### src/rtl/bm_expr_operand_gen.sv
// rtl/bm_expr_operand_gen.sv - LFSR-driven operand burst generator for the expression stage.
// Optional seed loading is enabled by defining EXPR_OPGEN_SEED_LOAD_EN.
module bm_expr_operand_gen #(
   parameter int BITS = 32
) (
   input  logic            clock,
   input  logic            reset_n,
   input  logic            start,
   input  logic [7:0]      burst_len,
   input  logic            stall,
`ifdef EXPR_OPGEN_SEED_LOAD_EN
   input  logic            seed_load,
   input  logic [BITS-1:0] seed,
`endif
   output logic [BITS-1:0] number_in_1,
   output logic [BITS-1:0] number_in_2,
   output logic [BITS-2:0] number_in_3,
   output logic [BITS-1:0] land_1,
   output logic [BITS-1:0] lor_1,
   output logic            land_2,
   output logic            lor_2,
   output logic            op_valid,
   output logic            busy,
   output logic            done,
   output logic [7:0]      op_count
);

   typedef enum logic [1:0] {
      S_IDLE,
      S_RUN,
      S_HOLD,
      S_DONE
   } state_t;

   localparam logic [BITS-1:0] TAPS      = 'h80200003;
   localparam logic [BITS-1:0] LFSR_INIT = 'h1;

   state_t          state;
   logic [BITS-1:0] lfsr;
   logic [BITS-1:0] lfsr_next;
   logic [7:0]      len_q;
   logic            last_set;

   assign lfsr_next = (lfsr >> 1) ^ (lfsr[0] ? TAPS : '0);
   // A latched length of 0 compares equal after 256 sets because op_count wraps.
   assign last_set  = (op_count + 8'd1) == len_q;

`ifdef EXPR_OPGEN_SEED_LOAD_EN
   logic [BITS-1:0] seed_eff;
   assign seed_eff = (seed == '0) ? LFSR_INIT : seed;
`endif

   always_ff @(posedge clock or negedge reset_n) begin
      if (!reset_n) begin
         state       <= S_IDLE;
         lfsr        <= LFSR_INIT;
         len_q       <= 8'd0;
         number_in_1 <= '0;
         number_in_2 <= '0;
         number_in_3 <= '0;
         land_1      <= '0;
         lor_1       <= '0;
         land_2      <= 1'b0;
         lor_2       <= 1'b0;
         op_valid    <= 1'b0;
         busy        <= 1'b0;
         done        <= 1'b0;
         op_count    <= 8'd0;
      end else begin
         op_valid <= 1'b0;
         done     <= 1'b0;
         case (state)
            S_IDLE: begin
               busy <= start;
`ifdef EXPR_OPGEN_SEED_LOAD_EN
               if (seed_load) begin
                  lfsr <= seed_eff;
               end
`endif
               if (start) begin
                  len_q    <= burst_len;
                  op_count <= 8'd0;
                  state    <= S_RUN;
               end
            end
            S_RUN: begin
               if (stall) begin
                  state <= S_HOLD;
               end else begin
                  lfsr        <= lfsr_next;
                  number_in_1 <= lfsr_next;
                  number_in_2 <= {lfsr_next[BITS/2-1:0], lfsr_next[BITS-1:BITS/2]};
                  number_in_3 <= lfsr_next[BITS-2:0] ^ lfsr_next[BITS-1:1];
                  land_1      <= lfsr_next;
                  // Every fourth set makes lor_1 equal land_1 to hit equality compares.
                  lor_1       <= (op_count[1:0] == 2'b11) ? lfsr_next : ~lfsr_next;
                  land_2      <= lfsr_next[0];
                  lor_2       <= lfsr_next[BITS-1];
                  op_valid    <= 1'b1;
                  op_count    <= op_count + 8'd1;
                  if (last_set) begin
                     state <= S_DONE;
                  end
               end
            end
            S_HOLD: begin
               if (!stall) begin
                  state <= S_RUN;
               end
            end
            S_DONE: begin
               done  <= 1'b1;
               state <= S_IDLE;
            end
            default: state <= S_IDLE;
         endcase
      end
   end

endmodule

### config.mk
export PLATFORM = sky130hd
export DESIGN_NAME = bm_expr_operand_gen
export DESIGN_NICKNAME = d
export VERILOG_FILES = /design/src/rtl/bm_expr_operand_gen.sv
export SDC_FILE = /design/constraint.sdc
export NUM_CORES = 1
export LEC_CHECK = 0
export ABC_AREA = 1
export CAP_MARGIN = 20
export CELL_PAD_IN_SITES_DETAIL_PLACEMENT = 0
export CELL_PAD_IN_SITES_GLOBAL_PLACEMENT = 1
export CORE_MARGIN = 2
export CORE_UTILIZATION = 38
export CTS_BUF_LIST = sky130_fd_sc_hd__clkbuf_8
export DETAILED_ROUTE_END_ITERATION = 10
export GPL_TIMING_DRIVEN = 0
export PLACE_DENSITY = 0.9
export SYNTH_ARGS = -nofsm -noshare
export SYNTH_HDL_FRONTEND = slang
export SYNTH_SLANG_ARGS = --single-unit
### constraint.sdc
create_clock -name clock -period 4.6 [get_ports clock]
set_clock_uncertainty 0.1 [all_clocks]
set_input_delay 0.92 -clock clock [delete_from_list [all_inputs] [get_ports clock]]
set_output_delay 0.92 -clock clock [all_outputs]
set_load 0.05 [all_outputs]
==> key figures <==
Outcome
  • Outcome: finished clean

Clock network
  • H-tree levels: 4
  • Post-CTS Resized: 0
  • Max clock buf depth: 2
  • Clk sinks: 117
  • Root cell of the clock tree: clkbuf_8
  • Post-CTS setup buffers: 0
  • Worst skew pair latency: 440 ps
  • Total CTS buffers: 17
  • Hold buffers post-CTS: 0
  • Clock Pin Slew Worst Setup and Hold Paths: 70 ps
  • CTS tree: yes

Detailed routing
  • Post-Route WL: 15000 um
  • 1st-pass router iterations: 4
  • Vias per cell: 4.69
  • Drt drc: 0
  • ANT nets after route: 0
  • DR iter-0 viols: 223
  • DR WL/cell: 14.7 um
  • Vias: 4781

Cells and area
  • Area growth from synthesis to layout: 44.7%
  • Share of cells above drive strength 1: 19.4%
  • Ant. Diodes: 0
  • Nets: 836

Synthesis
  • Number of synthesized flops with an enable pin: 0
  • Area share of the largest cell type after synthesis: 50.8%
  • Sequential area share after synthesis: 51.3%
  • FF+latch count, synth: 117
  • Post-Syn Instances: 620
  • Top_reg_cell synth: dfrtp_1
  • Leading area contributor after synthesis: dfrtp_1
  • Mapped cell area: 0.00571 mm^2
  • Async S/R FF share, synth: 100%
  • Unique masters post-synth: 30
  • Syn Area/Cell: 9.22 um^2
  • Synth top area cells: dfrtp_1 51%, buf_4 13%, nand2_1 13%
  • Warnings, synthesis: 0
  • Syn Nets: 633

GRT
  • GRT Total Usage: 19.0%
  • Met3 usage: 5.82%
  • Initial antenna violation count: 0
  • Met2 Use GR: 30.5%
  • Vias in the first global route: 4542
  • Largest net degree at the start of global routing: 76
  • Global-route wire length before repair: 24000 um
  • Met1 GRT Util: 24.4%
  • GRT busiest layer: met2
  • Grt ovf: 0

Floorplanning
  • Die area: 0.0160 mm^2
  • # rows: 44
  • Die Ht: 127 um
  • Initial Util: 39.2%
  • I/O pin total: 184
  • Die width: 127 um
  • Core area: 0.0146 mm^2

Worst setup path
  • Worst Path Required: 3580 ps
  • Crit path DAT: 1910 ps
  • Critical path class: flop to output port
  • Worst setup EP type: output port
  • Worst Setup Start Kind: flop
  • Critical Path Fanout Max: 8

Timing
  • Final worst path period need: 2930 ps
  • Period Utilization, post-route: 63.6%
  • Final setup margin: 1670 ps
  • RSZ-0062 raised after global routing: false
  • Final Setup Violations: 0
  • Fmax: 342 MHz
  • Least-Margin Pin Slew: 649 ps
  • Slew Limit Fails: 0
  • Final Hold Fails: 0
  • Worst slew margin: 56.7%

Place
  • Setup WS pre-CTS: 1970 ps
  • Final HPWL from detailed placement: 10600 um
  • Buffers on Ports: 183
  • Final GP Congestion: 0.742

Job
  • Max-cap violations: 0

Hold path
  • Worst hold path type: input pin to async pin
cells in the mapped netlist (2+ instances only):
| master | count |
|---|---|
| nand2_1 | 192 |
| dfrtp_1 | 116 |
| buf_4 | 97 |
| xor2_1 | 35 |
| o21ai_0 | 26 |
| o221ai_1 | 25 |
| inv_1 | 23 |
| o21ai_1 | 21 |
| buf_2 | 15 |
| nand3_1 | 15 |
| nor2_1 | 11 |
| clkbuf_1 | 5 |
| a21oi_1 | 4 |
| inv_2 | 4 |
| mux2_2 | 4 |
| o22ai_1 | 4 |
| nand3b_1 | 3 |
| nor2_2 | 3 |
| o211ai_1 | 3 |
| buf_6 | 2 |
| nand4_1 | 2 |
| nor2_4 | 2 |
placed cells by master, fill, tap and decap left out, types with 4 or more instances in the layout:
cell / n
clkbuf_8: 23
o22ai_1: 4
bufinv_16: 4
o21ai_1: 21
a21oi_1: 4
inv_1: 24
clkdlybuf4s50_1: 182
inv_2: 4
xor2_1: 35
buf_4: 97
mux2_2: 4
buf_2: 15
nor2_1: 11
nand2_1: 192
o221ai_1: 25
dfrtp_1: 116
clkbuf_1: 5
nand3_1: 15
o21ai_0: 26
stage by stage:
stage / hold slack [ps] / area (um^2) / TNS [ps] / util [%] / instances
6_report: 295 / 8270 / 0 / 56.7 / 1020
5_1_grt: 306 / 8270 / 0 / 56.7 / 1020
4_1_cts: 297 / 8270 / 0 / 56.7 / 1020
3_5_place_dp: 375 / 7800 / 0 / 53.5 / 988
3_3_place_gp: 366 / 7780 / -254250 / 53.3 / 987
2_1_floorplan: 390 / 5710 / 0 / - / 620
routing by layer:
layer  wire length (um)  share of wire (%)
met1               6550                 44
met2               7070                 47
met3               1050                7.0
met4                288                1.9
met5                  0                  0
worst paths after layout:
kind / startpoint / to / slack (ps) / cells after the start
setup / recovery: number_in_2[11] / number_in_1[27] / 1670 / 2
hold / removal: reset_n / number_in_2[10] / 300 / 1
setup reg to reg: op_count[1] / state[1] / 2780 / 14
hold reg to reg: lor_1[24] / lor_1[24] / 380 / 2
max in group asynchronous: reset_n / lfsr[0] / 3390 / 2
min in group clock: lor_1[24] / lor_1[24] / 380 / 2
cell type report:
cell class / instances / area (um^2)
Fill cell: 1322 / 6320
Sequential cell: 117 / 2930
Timing Repair Buffer: 184 / 1860
Multi-Input combinational cell: 356 / 1840
Buffer: 120 / 848
Clock buffer: 23 / 317
Tap cell: 184 / 230
Clock inverter: 9 / 146
Inverter: 27 / 101
registers in the layout, indices dropped and copies added (netlist names):
register / flops
done: 1
lor_1: 32
op_valid: 1
busy: 1
number_in_3: 31
land_1: 1
state: 2
len_q: 8
number_in_2: 31
lfsr: 1
op_count: 8
critical path: stages (launching register included):
cell             delay [ps]
dfrtp_1                 520
buf_4                   160
clkdlybuf4s50_1         790
cell families (layout without fill, tap and decap cells):
logic type                 count (synthesis)  count (layout)  share of synthesized area [%]
xor gates and xnor gates                  36              36                           5.52
AOI/OAI and AO/OA                         86              86                           9.50
muxes                                      4               4                          0.788
and+or+nand+nor                          229             229                           16.1
adders and majority gates                  1               1                          0.219
buffers and inverters                    147             363                           16.6
DFF                                      117             117                           51.3
Power is left out: the tool's default activity adds up to more than one toggle a clock period on the data nets, which glitch-free logic cannot reach.
